`config.mk`:
```
export PLATFORM = sky130hd
export DESIGN_NAME = free_list
export DESIGN_NICKNAME = d
export VERILOG_FILES = /design/src/rtl/sys_defs.sv /design/src/rtl/free_list.sv
export SDC_FILE = /design/constraint.sdc
export NUM_CORES = 1
export LEC_CHECK = 0
export BUFFER_PORTS_ARGS = -buffer_cell sky130_fd_sc_hd__buf_2
export CAP_MARGIN = 0
export CORE_MARGIN = 1
export CORE_UTILIZATION = 51
export DETAILED_ROUTE_END_ITERATION = 10
export PLACE_DENSITY = 0.67
export SYNTH_ARGS = -nofsm -noshare
export SYNTH_HDL_FRONTEND = slang
export SYNTH_SLANG_ARGS = --single-unit
```
`constraint.sdc`:
```
create_clock -name clock -period 3.3 [get_ports clock]
set_input_delay 0.495 -clock clock [delete_from_list [all_inputs] [get_ports clock]]
set_output_delay 0.495 -clock clock [all_outputs]
set_load 0.03 [all_outputs]
```
`src/rtl/sys_defs.sv`:
```
// Shared processor-wide widths, register-index type and reserved
// register constants.
package sys_defs;

    localparam int PHYS_REG_NUM = 64;
    localparam int ARCH_REG_NUM = 32;
    localparam int PREG_IDX_W   = 6;

    typedef logic [PREG_IDX_W-1:0] PREG;

    localparam PREG ZERO_PREG = '0;

endpackage

```
`src/rtl/free_list.sv`:
```
// Physical register free list: circular FIFO of free PREGs with a
// checkpointable head pointer for branch-mispredict rollback.
module free_list
    import sys_defs::*;
#(
    parameter int FL_DEPTH = PHYS_REG_NUM - ARCH_REG_NUM,
    parameter int FL_BASE  = 32
) (
    input  logic                  clock,
    input  logic                  reset,
    input  logic                  enqueue_en,
    input  PREG                   enqueue_pr,
    input  logic                  dequeue_en,
    input  logic                  undo,
    input  logic [PREG_IDX_W-1:0] undo_head,
    output PREG                   free_reg,
    output logic                  is_empty,
    output logic                  is_full,
    output logic [PREG_IDX_W-1:0] count,
    output logic [PREG_IDX_W-1:0] head_ptr,
    output logic                  overflow
);

    localparam int IDX_W = $clog2(FL_DEPTH);

    PREG                   entry [FL_DEPTH];
    logic [PREG_IDX_W-1:0] head;
    logic [PREG_IDX_W-1:0] tail;
    logic                  pr_nonzero;
    logic                  do_enq;
    logic                  do_deq;
    logic                  ovf_set;

    assign count    = tail - head;
    assign is_empty = (count == '0);
    assign is_full  = (count == PREG_IDX_W'(FL_DEPTH));
    assign free_reg = is_empty ? ZERO_PREG : entry[head[IDX_W-1:0]];
    assign head_ptr = head;

    // Full is judged on the pre-edge count, so a same-cycle dequeue
    // or undo never makes room for the enqueue.
    assign pr_nonzero = (enqueue_pr != ZERO_PREG);
    assign do_enq     = enqueue_en && pr_nonzero && !is_full;
    assign ovf_set    = enqueue_en && pr_nonzero && is_full;
    assign do_deq     = dequeue_en && !is_empty && !undo;

    always_ff @(posedge clock) begin
        if (reset) begin
            for (int i = 0; i < FL_DEPTH; i++) begin
                entry[i] <= PREG'(FL_BASE + i);
            end
            head     <= '0;
            tail     <= PREG_IDX_W'(FL_DEPTH);
            overflow <= 1'b0;
        end else begin
            if (do_enq) begin
                entry[tail[IDX_W-1:0]] <= enqueue_pr;
                tail                   <= tail + 1'b1;
            end
            // Rolled-back entries are still intact in the array; restoring
            // head is enough to hand them out again.
            if (undo) begin
                head <= undo_head;
            end else if (do_deq) begin
                head <= head + 1'b1;
            end
            if (ovf_set) begin
                overflow <= 1'b1;
            end
        end
    end

endmodule

```
==> results.json, run 1 <==
{
  "status": "finished with violations",
  "violations": "setup timing",
  "timing.final.ws_setup_ns": -0.104,
  "min_period_ns": 3.40,
  "fin_hold_ws_ns": 0.273,
  "syn_inst": 742,
  "gp_congestion": 0.880,
  "synth_mux_area_share_pct": 12.9,
  "grt_pass1_wl_mm": 38.8,
  "cts_tree": "done",
  "synth_top_area_share_pct": 56.9,
  "initial_utilization_pct": 52.1,
  "timing.final.crit_share_pct": 103,
  "worstPathRequired_ns": 2.80,
  "fin_area_sq_mm": 0.0119,
  "clk_pin_slew_ns": 0.06,
  "yosys.area_share.simple_pct": 16.8,
  "synth-seq-area-share_pct": 60.4,
  "holdCritPathClass": "in2reg",
  "power.total_uw": 6180,
  "wl_per_cell_microns": 23.5,
  "max_freq_mhz": 294,
  "synth_compound_area_share_pct": 4.48,
  "synth_nets": 770,
  "max-vdd-ir-drop_v": 0.000325,
  "setup_viol": 7,
  "drcViolationCount": 0,
  "async_reset_ff_share_pct": 0,
  "drtPass1Iterations": 5,
  "grt_pass1_vias": 6592,
  "yosysTopAreaCell": "edfxtp_1",
  "finalHoldViolCount": 0,
  "p_leak_uw": 0.00371,
  "dieArea_sq_mm": 0.0204,
  "postSynthAreaPerCell_sq_um": 13.7,
  "tns_ns": -0.654,
  "place_area_sq_mm": 0.0110,
  "drv_slew": 0,
  "cp.arrival_ns": 2.91,
  "ys_warn_count": 0,
  "core_area_sq_mm": 0.0195,
  "synth_area_leaders": "edfxtp_1 57%, mux4_2 12%, dfxtp_1 3.6%, nand2b_1 2.5%, and2_1 2.0%",
  "io_pins": 38,
  "slew_headroom_pct": 53.0,
  "via_per_inst": 6.08,
  "insertion_delay_ns": 0.51,
  "yosys.area_share.adder_pct": 1.43,
  "rows": 51,
  "pwr_density_cell_mw_per_mm2": 520,
  "synth_xor_area_share_pct": 0.346,
  "drive_gt1_share_pct": 30.2,
  "antenna_found_initial": 0,
  "worst_slew_pin_slew_ns": 0.704,
  "drt_wl_total_mm": 25.7,
  "grt_setup_unrepaired": "true",
  "numPortBuffers": 37,
  "critPathMaxFanout": 6,
  "overflow": 0,
  "drt-initial-drc-count": 751,
  "cts_buffers": 22,
  "worstSetupEndpointType": "output port",
  "h-tree-depth": 1,
  "ys_ff_latch": 210,
  "hpwl_mm": 17.3,
  "syn_area_sq_mm": 0.0101,
  "crit_type": "reg2out",
  "ys.flop_type": "edfxtp_1",
  "cts_hold_buf": 0,
  "finalClockSkew_ns": 0.0137,
  "startpoint_type": "register",
  "synth-edff-count": 192,
  "grt_max_degree": 49,
  "maxCapViolCount": 0,
  "dieHeight_microns": 143,
  "cts_root_buf": "clkbuf_16",
  "area_delta_synth_final_pct": 17.3,
  "synth_cell_types": 49,
  "cts.sinks": 210,
  "layout.nets": 844,
  "drtAntennaViolNets": 0,
  "vias": 6674,
  "clk_path_buf_depth": 3,
  "grt_use_total_pct": 25.8,
  "synth_top_family_by_area": "simple AND/OR/NAND/NOR gates",
  "die_w_microns": 143
}
[stage by stage]
step	worst slack [ns]	utilization, %	cells
after floorplan	-0.0308	-	742
after global placement	0.0294	56.4	1051
after detailed placement	-0.0383	56.4	1051
after CTS	-0.0401	60.6	1090
after global routing	-0.165	61.1	1095
final	-0.104	61.1	1097
[where the power goes]
| part | leakage (uW) | switching (uW) | internal (uW) |
|---|---|---|---|
| clock network | 0.000342 | 987 | 1430 |
| registers | 0.00174 | 36.0 | 2950 |
| logic | 0.00164 | 473 | 313 |
| total | 0.00371 | 1500 | 4690 |
[kinds of logic (layout without fill, tap and decap cells)]
logic type	Yosys count	in the layout
AOI/OAI and AO/OA	69	69
buffers and inverters	83	171
DFF	210	210
other	0	2
xor gates and xnor gates	4	4
muxes	62	62
adders and majority gates	11	11
and+or+nand+nor	303	303
[synth_stat cells (2+ instances only)]
library cell / count
a211oi_1: 10
a21o_1: 4
a21oi_1: 11
a311oi_1: 7
a31o_2: 2
and2_1: 33
and3_1: 18
buf_1: 2
buf_2: 15
buf_6: 4
clkbuf_1: 41
clkinv_1: 4
dfxtp_1: 18
edfxtp_1: 192
ha_1: 10
inv_1: 15
mux2i_1: 7
mux4_2: 55
nand2_1: 46
nand2b_1: 41
nand3_1: 27
nand3b_1: 7
nand4_1: 7
nor2_1: 29
nor2b_1: 6
nor3_1: 25
nor4_1: 15
nor4_2: 7
o21ai_0: 24
o31ai_1: 3
or2_1: 2
or2_2: 16
or3_1: 17
or4_1: 5
xnor2_1: 2
xor2_1: 2
[cell usage in the layout, fill, tap and decap left out, drive strengths merged, types with 22 or more instances in the layout]
cell type / count
edfxtp: 192
buf: 112
mux4: 55
nand2: 46
nand2b: 41
and2: 34
clkbuf: 30
nor2: 29
nand3: 27
nor3: 25
o21ai: 24
nor4: 22
[layout make-up]
cell class                 instances  area, sq um
timing repair buffer             113          880
tap                              265          332
antenna                            2         5.00
inverter                          20         75.1
multi-input combinational        449         3770
fill                            1435         7570
clock buffer                      29          598
sequential                       210         6140
clock inverter                     9         96.3
[worst paths after layout]
kind,startpoint,end,slack (ns),cells after the start
setup / recovery,tail[0]$_SDFFE_PP0P_,free_reg[1],-0.10,11
hold / removal,undo_head[5],head_ptr[5]$_SDFFE_PP0N_,0.27,3
setup reg to reg,tail[0]$_SDFFE_PP0P_,entry[30][2]$_SDFFCE_PN1P_,0.09,13
hold reg to reg,overflow$_SDFFE_PP0P_,overflow$_SDFFE_PP0P_,0.47,2
[critical path, cell delays in order (launching register included)]
cell	delay (ns)
dfxtp_2	0.34
inv_2	0.05
ha_4	0.15
fa_2	0.54
inv_2	0.05
nor4_2	0.28
mux2i_1	0.16
nor4bb_2	0.30
buf_4	0.19
buf_12	0.15
nor2_4	0.05
buf_6	0.14
[flip-flops by register name, indices dropped and copies added (netlist names), named ones only]
register  flops
head_ptr      6
entry       192
tail          6
overflow      1
[metal layers]
metal,vias up,part of all wire (%),global-route usage (%)
met2,335,48,40.7
li1,2977,-,-
met5,-,0,0
met1,3312,40,36.5
met4,0,2.6,7.87
met3,50,9.4,4.83
[timing repair]
item / CTS / global route
buffers inserted: 1 / 4
hold endpoints to repair: 0 / 0
endpoints found under the setup margin: 52 / 52
pin swaps: 4 / 9
cloned: 0 / 1
gates resized for setup: 35 / 10
(Power assumes the default switching activity.)
==> run 2: changes to the inputs <==
Settings changed: PLACE_DENSITY 0.67 to 0.65.
Clock period 3.3 ns to 4 ns, I/O delays scaled along.
==> results.json, run 2 (same netlist as run 1, synthesis figures left out) <==
{
  "regMostFlops": "entry",
  "use_met3_pct": 4.09,
  "seq_area_sq_mm": 0.00613,
  "fin_util_pct": 59.7,
  "die_w_microns": 143,
  "multi_input_comb_area_sq_mm": 0.00368,
  "overflow": 0,
  "critPathMaxFanout": 28,
  "worst-path-buf-inv": 5,
  "tns_ns": 0,
  "drt-initial-drc-count": 758,
  "dp_cells": 1026,
  "grtUsageMet1_pct": 37.4,
  "met2_usage_pct": 41.5,
  "crit_slowest_cell": "fa_1",
  "worstReg2RegStart": "tail[0]$_SDFFE_PP0P_",
  "finalClockSkew_ns": 0.0214,
  "via_per_inst": 6.05,
  "maxCapViolCount": 0,
  "grt_use_total_pct": 25.9,
  "worstSetupEndpointType": "output port",
  "finalHoldViolCount": 0,
  "cpLargestDelayFamily": "buffers and inverters",
  "cts_hold_buf": 0,
  "antenna_found_initial": 0,
  "max_freq_mhz": 260,
  "crit_type": "reg2out",
  "rows": 51,
  "hold_start": "undo_head[5]",
  "hpwl_mm": 17.0,
  "layout_common_cells": "192 x edfxtp_1, 55 x mux4_2, 46 x nand2_1, 43 x buf_4, 41 x nand2b_1",
  "cp.arrival_ns": 3.24,
  "cp_common_cell": "inv_1",
  "reg2regPathDepth": 11,
  "antennaDiodeCount": 0,
  "layout.cells.most_common": "edfxtp_1",
  "cp_cell_sequence": "inv_1, ha_1, fa_1, inv_1, nor4_1, mux2i_1, a211o_1, inv_4, buf_12, buf_2",
  "hold_depth": 3,
  "timing.final.ws_setup_ns": 0.159,
  "core_area_sq_mm": 0.0195,
  "worstPathRequired_ns": 3.40,
  "cts_root_buf": "clkbuf_16",
  "slew_headroom_pct": 31.3,
  "timing.final.crit_share_pct": 96.0,
  "wl_per_cell_microns": 23.6,
  "clk_pin_slew_ns": 0.07,
  "critPathMaxStageDelay_ns": 0.52,
  "drtPass1Iterations": 5,
  "insertion_delay_ns": 0.51,
  "cts.sinks": 210,
  "vias": 6461,
  "place_ws_ns": 0.429,
  "h-tree-depth": 1,
  "numPortBuffers": 37,
  "grt_pass1_vias": 6331,
  "grt_max_degree": 49,
  "setup_viol": 0,
  "area_delta_synth_final_pct": 14.6,
  "cts_buffers": 23,
  "initial_utilization_pct": 52.1,
  "finalNonFillerCells": 1068,
  "drv_slew": 0,
  "min_period_ns": 3.84,
  "cp-startpoint": "tail[0]$_SDFFE_PP0P_",
  "drtAntennaViolNets": 0,
  "drt_wl_total_mm": 25.3,
  "dieArea_sq_mm": 0.0204,
  "p_leak_uw": 0.00361,
  "grt_pass1_wl_mm": 38.5,
  "io_pins": 38,
  "drive_gt1_share_pct": 25.7,
  "largest_register_ffs": 192,
  "clk_path_buf_depth": 3,
  "startpoint_type": "register",
  "layout.nets": 815,
  "dieHeight_microns": 143,
  "gp_congestion": 0.819,
  "cts_tree": "done",
  "holdCritPathClass": "in2reg",
  "worst_slew_pin_slew_ns": 1.02,
  "max-vdd-ir-drop_v": 0.000275,
  "pwr_density_cell_mw_per_mm2": 459,
  "worst-path-stages": 10,
  "status": "finished clean",
  "drcViolationCount": 0,
  "grt_setup_unrepaired": "false",
  "fillers": 1484,
  "grt.busiest_layer": "met2"
}
==> run 2: changes by cell type in the layout (fill, tap and decap cells not counted), moves of 3 or more <==
cell,change
o21ai_0,+9
nor2_4,-6
buf_4,-27
buf_2,+8
dfxtp_2,-4
nor2_1,+6
dfxtp_1,+4
buf_6,-9
o21ai_1,-7
bufinv_16,+4
clkbuf_1,-4
inv_2,-3
==> run 2: layer usage <==
| layer | part of all wire [%] | up-vias |
|---|---|---|
| li1 | - | 2914 |
| met1 | 43 | 3200 |
| met2 | 47 | 301 |
| met3 | 8.1 | 46 |
| met4 | 2.2 | 0 |
| met5 | 0 | - |
==> run 2: cell type report <==
type	count	area share [%]
clock buffer	25	5.02
tap	265	2.85
clock inverter	16	2.13
sequential	210	52.8
multi-input combinational	449	31.7
timing repair buffer	83	4.89
inverter	20	0.668
==> run 2: repair_timing <==
| action | 4_1_cts | 5_1_grt |
|---|---|---|
| cloned | 0 | 0 |
| setup buffers | 0 | 1 |
| resized for setup | 0 | 4 |
| setup endpoints to repair | 4 | 8 |
| hold endpoints to repair | 0 | 0 |
| pin swaps | 1 | 1 |
==> run 2: report_power, final <==
group / internal (uW) / switching, uW
combinational: 202 / 346
clock: 1450 / 866
sequential: 2430 / 43.4
total: 4080 / 1260
==> run 2: per-stage QoR <==
stage	hold WS, ns	total power (uW)	instance area [sq um]
detailed placement	0.472	3060	10800
floorplan	0.482	2870	10100
finish	0.370	5330	11600
CTS	0.368	5350	11600
global route	0.402	5470	11600
global placement	0.490	3050	10800
==> run 2: worst paths after layout <==
check	endpoint	slack (ns)
worst max register to register	entry[26][1]$_SDFFCE_PN1P_	0.32
worst max-delay path	is_full	0.16
worst min-delay path	head_ptr[5]$_SDFFE_PP0N_	0.37
worst min register to register	overflow$_SDFFE_PP0P_	0.50
==> run 2: worst min-delay path, delay by kind of cell <==
kind / cells / cell delay, ns
AOI/OAI and AO/OA: 1 / 0.05
buffers and inverters: 1 / 0.10
and+or+nand+nor: 1 / 0.08
==> run 3: changes to the inputs <==
Settings changed: CORE_ASPECT_RATIO set to 1.1, CORE_UTILIZATION 51 to 63, PLACE_DENSITY 0.65 to 0.78.
==> results.json, run 3 (same netlist as run 1, synthesis figures left out) <==
{
  "finalHoldViolCount": 0,
  "hold_start": "undo_head[2]",
  "cts_resized": 0,
  "layout.nets": 808,
  "worstReg2RegStart": "tail[0]$_SDFFE_PP0P_",
  "largest_register_ffs": 192,
  "io_pins": 38,
  "layout_common_cells": "192 x edfxtp_1, 55 x mux4_2, 46 x nand2_1, 41 x nand2b_1, 39 x buf_4",
  "grt_pass1_wl_mm": 37.1,
  "drt_wl_total_mm": 24.7,
  "rows": 48,
  "dieHeight_microns": 135,
  "numPortBuffers": 37,
  "core_area_sq_mm": 0.0157,
  "antennaDiodeCount": 0,
  "finalNonFillerCells": 994,
  "power.share.switching_pct": 24.6,
  "clk_pin_slew_ns": 0.06,
  "timing.final.crit_share_pct": 96.0,
  "dp_cells": 957,
  "min_period_ns": 3.84,
  "h-tree-depth": 1,
  "setup_viol": 0,
  "drt-initial-drc-count": 998,
  "grt_pass1_vias": 6527,
  "via_per_inst": 6.66,
  "grt_max_degree": 33,
  "drcViolationCount": 0,
  "drtPass1Iterations": 5,
  "cts_root_buf": "clkbuf_16",
  "vias": 6617,
  "max-vdd-ir-drop_v": 0.000363,
  "place_area_sq_mm": 0.0106,
  "intPower_uw": 3590,
  "drive_gt1_share_pct": 24.1,
  "antenna_found_initial": 0,
  "post_cts_buffers": 0,
  "layout.cells.most_common": "edfxtp_1",
  "overflow": 0,
  "p_leak_uw": 0.00344,
  "maxCapViolCount": 0,
  "slew_headroom_pct": 29.6,
  "clkPwrFrac_pct": 36.8,
  "cts_tree": "done",
  "worstPathRequired_ns": 4.12,
  "cts_buffers": 21,
  "grt_setup_unrepaired": "true",
  "cp.arrival_ns": 3.97,
  "p_sw_uw": 1170,
  "gp_congestion": 0.887,
  "clk_path_buf_depth": 3,
  "wl_per_cell_microns": 24.9,
  "die_w_microns": 123,
  "status": "finished clean",
  "worstSetupEndpointType": "register",
  "cp-startpoint": "tail[0]$_SDFFE_PP0P_",
  "area_delta_synth_final_pct": 10.8,
  "insertion_delay_ns": 0.49,
  "crit_type": "reg2reg",
  "fin_area_sq_mm": 0.0112,
  "dieArea_sq_mm": 0.0166,
  "pwr_density_cell_mw_per_mm2": 424,
  "drv_slew": 0,
  "max_freq_mhz": 260,
  "critPathMaxFanout": 18,
  "drtAntennaViolNets": 0,
  "p_comb_share_pct": 11.0,
  "worst_slew_pin_slew_ns": 1.05,
  "finalClockSkew_ns": 0.00757,
  "startpoint_type": "register",
  "p_seq_share_pct": 52.2,
  "initial_utilization_pct": 64.4,
  "grt_use_total_pct": 31.0,
  "cts_hold_buf": 0,
  "regMostFlops": "entry",
  "tns_ns": 0,
  "hpwl_mm": 16.8,
  "cts.sinks": 210,
  "holdCritPathClass": "in2reg"
}
## run 3: cell types whose count changed in the layout (fill, tap and decap cells not counted), sizes merged
cell,before,now
bufinv,6,0
buf,83,78
clkbuf,25,27
## run 3: per-layer routing
metal	GRT usage [%]	wire length [microns]
met1	42.2	9220
met2	49.5	12000
met3	5.19	2670
met4	13.4	869
met5	0	0
## run 3: area by class of cell
type | instances | area [sq um]
fillers | 1033 | 4500
clock inverters | 10 | 46.3
inverters | 20 | 75.1
multi-input cells | 449 | 3670
repair buffers | 78 | 518
clock buffers | 27 | 548
well taps | 200 | 250
flip-flops and latches | 210 | 6130
## run 3: final timing paths
check	to	slack [ns]	depth (start not counted)
setup / recovery	entry[10][5]$_SDFFCE_PN1P_	0.16	10
hold / removal	head_ptr[2]$_SDFFE_PP0N_	0.39	3
setup reg to reg	entry[10][5]$_SDFFCE_PN1P_	0.16	10
hold reg to reg	overflow$_SDFFE_PP0P_	0.48	2
## run 3: through the flow
| stage | setup WS [ns] | utilization (%) | hold slack, ns | power, uW |
|---|---|---|---|---|
| floorplan | 0.0959 | - | 0.482 | 2870 |
| global placement | 0.428 | 67.6 | 0.453 | 3030 |
| detailed placement | 0.172 | 67.6 | 0.479 | 3050 |
| CTS | 0.132 | 71.4 | 0.387 | 4760 |
| global route | -0.0256 | 71.4 | 0.390 | 4880 |
| finish | 0.158 | 71.4 | 0.391 | 4760 |
## run 3: power by group through the flow
stage               registers [uW]  clock network (uW)  logic (uW)
global placement              2530                   0         503
floorplan                     2500                   0         370
global route                  2490                1830         555
detailed placement            2530                   0         517
CTS                           2490                1750         520
finish                        2490                1750         526
## run 3: critical path, cell delays in order (launching register included)
cell and delay (ns):
dfxtp_1 0.42, inv_1 0.12, ha_1 0.22, fa_1 0.40, xnor2_1 0.29, nor4_1 0.08
mux2i_1 0.26, a211o_1 0.18, inv_2 0.05, or3_1 0.69, o21ai_0 0.76
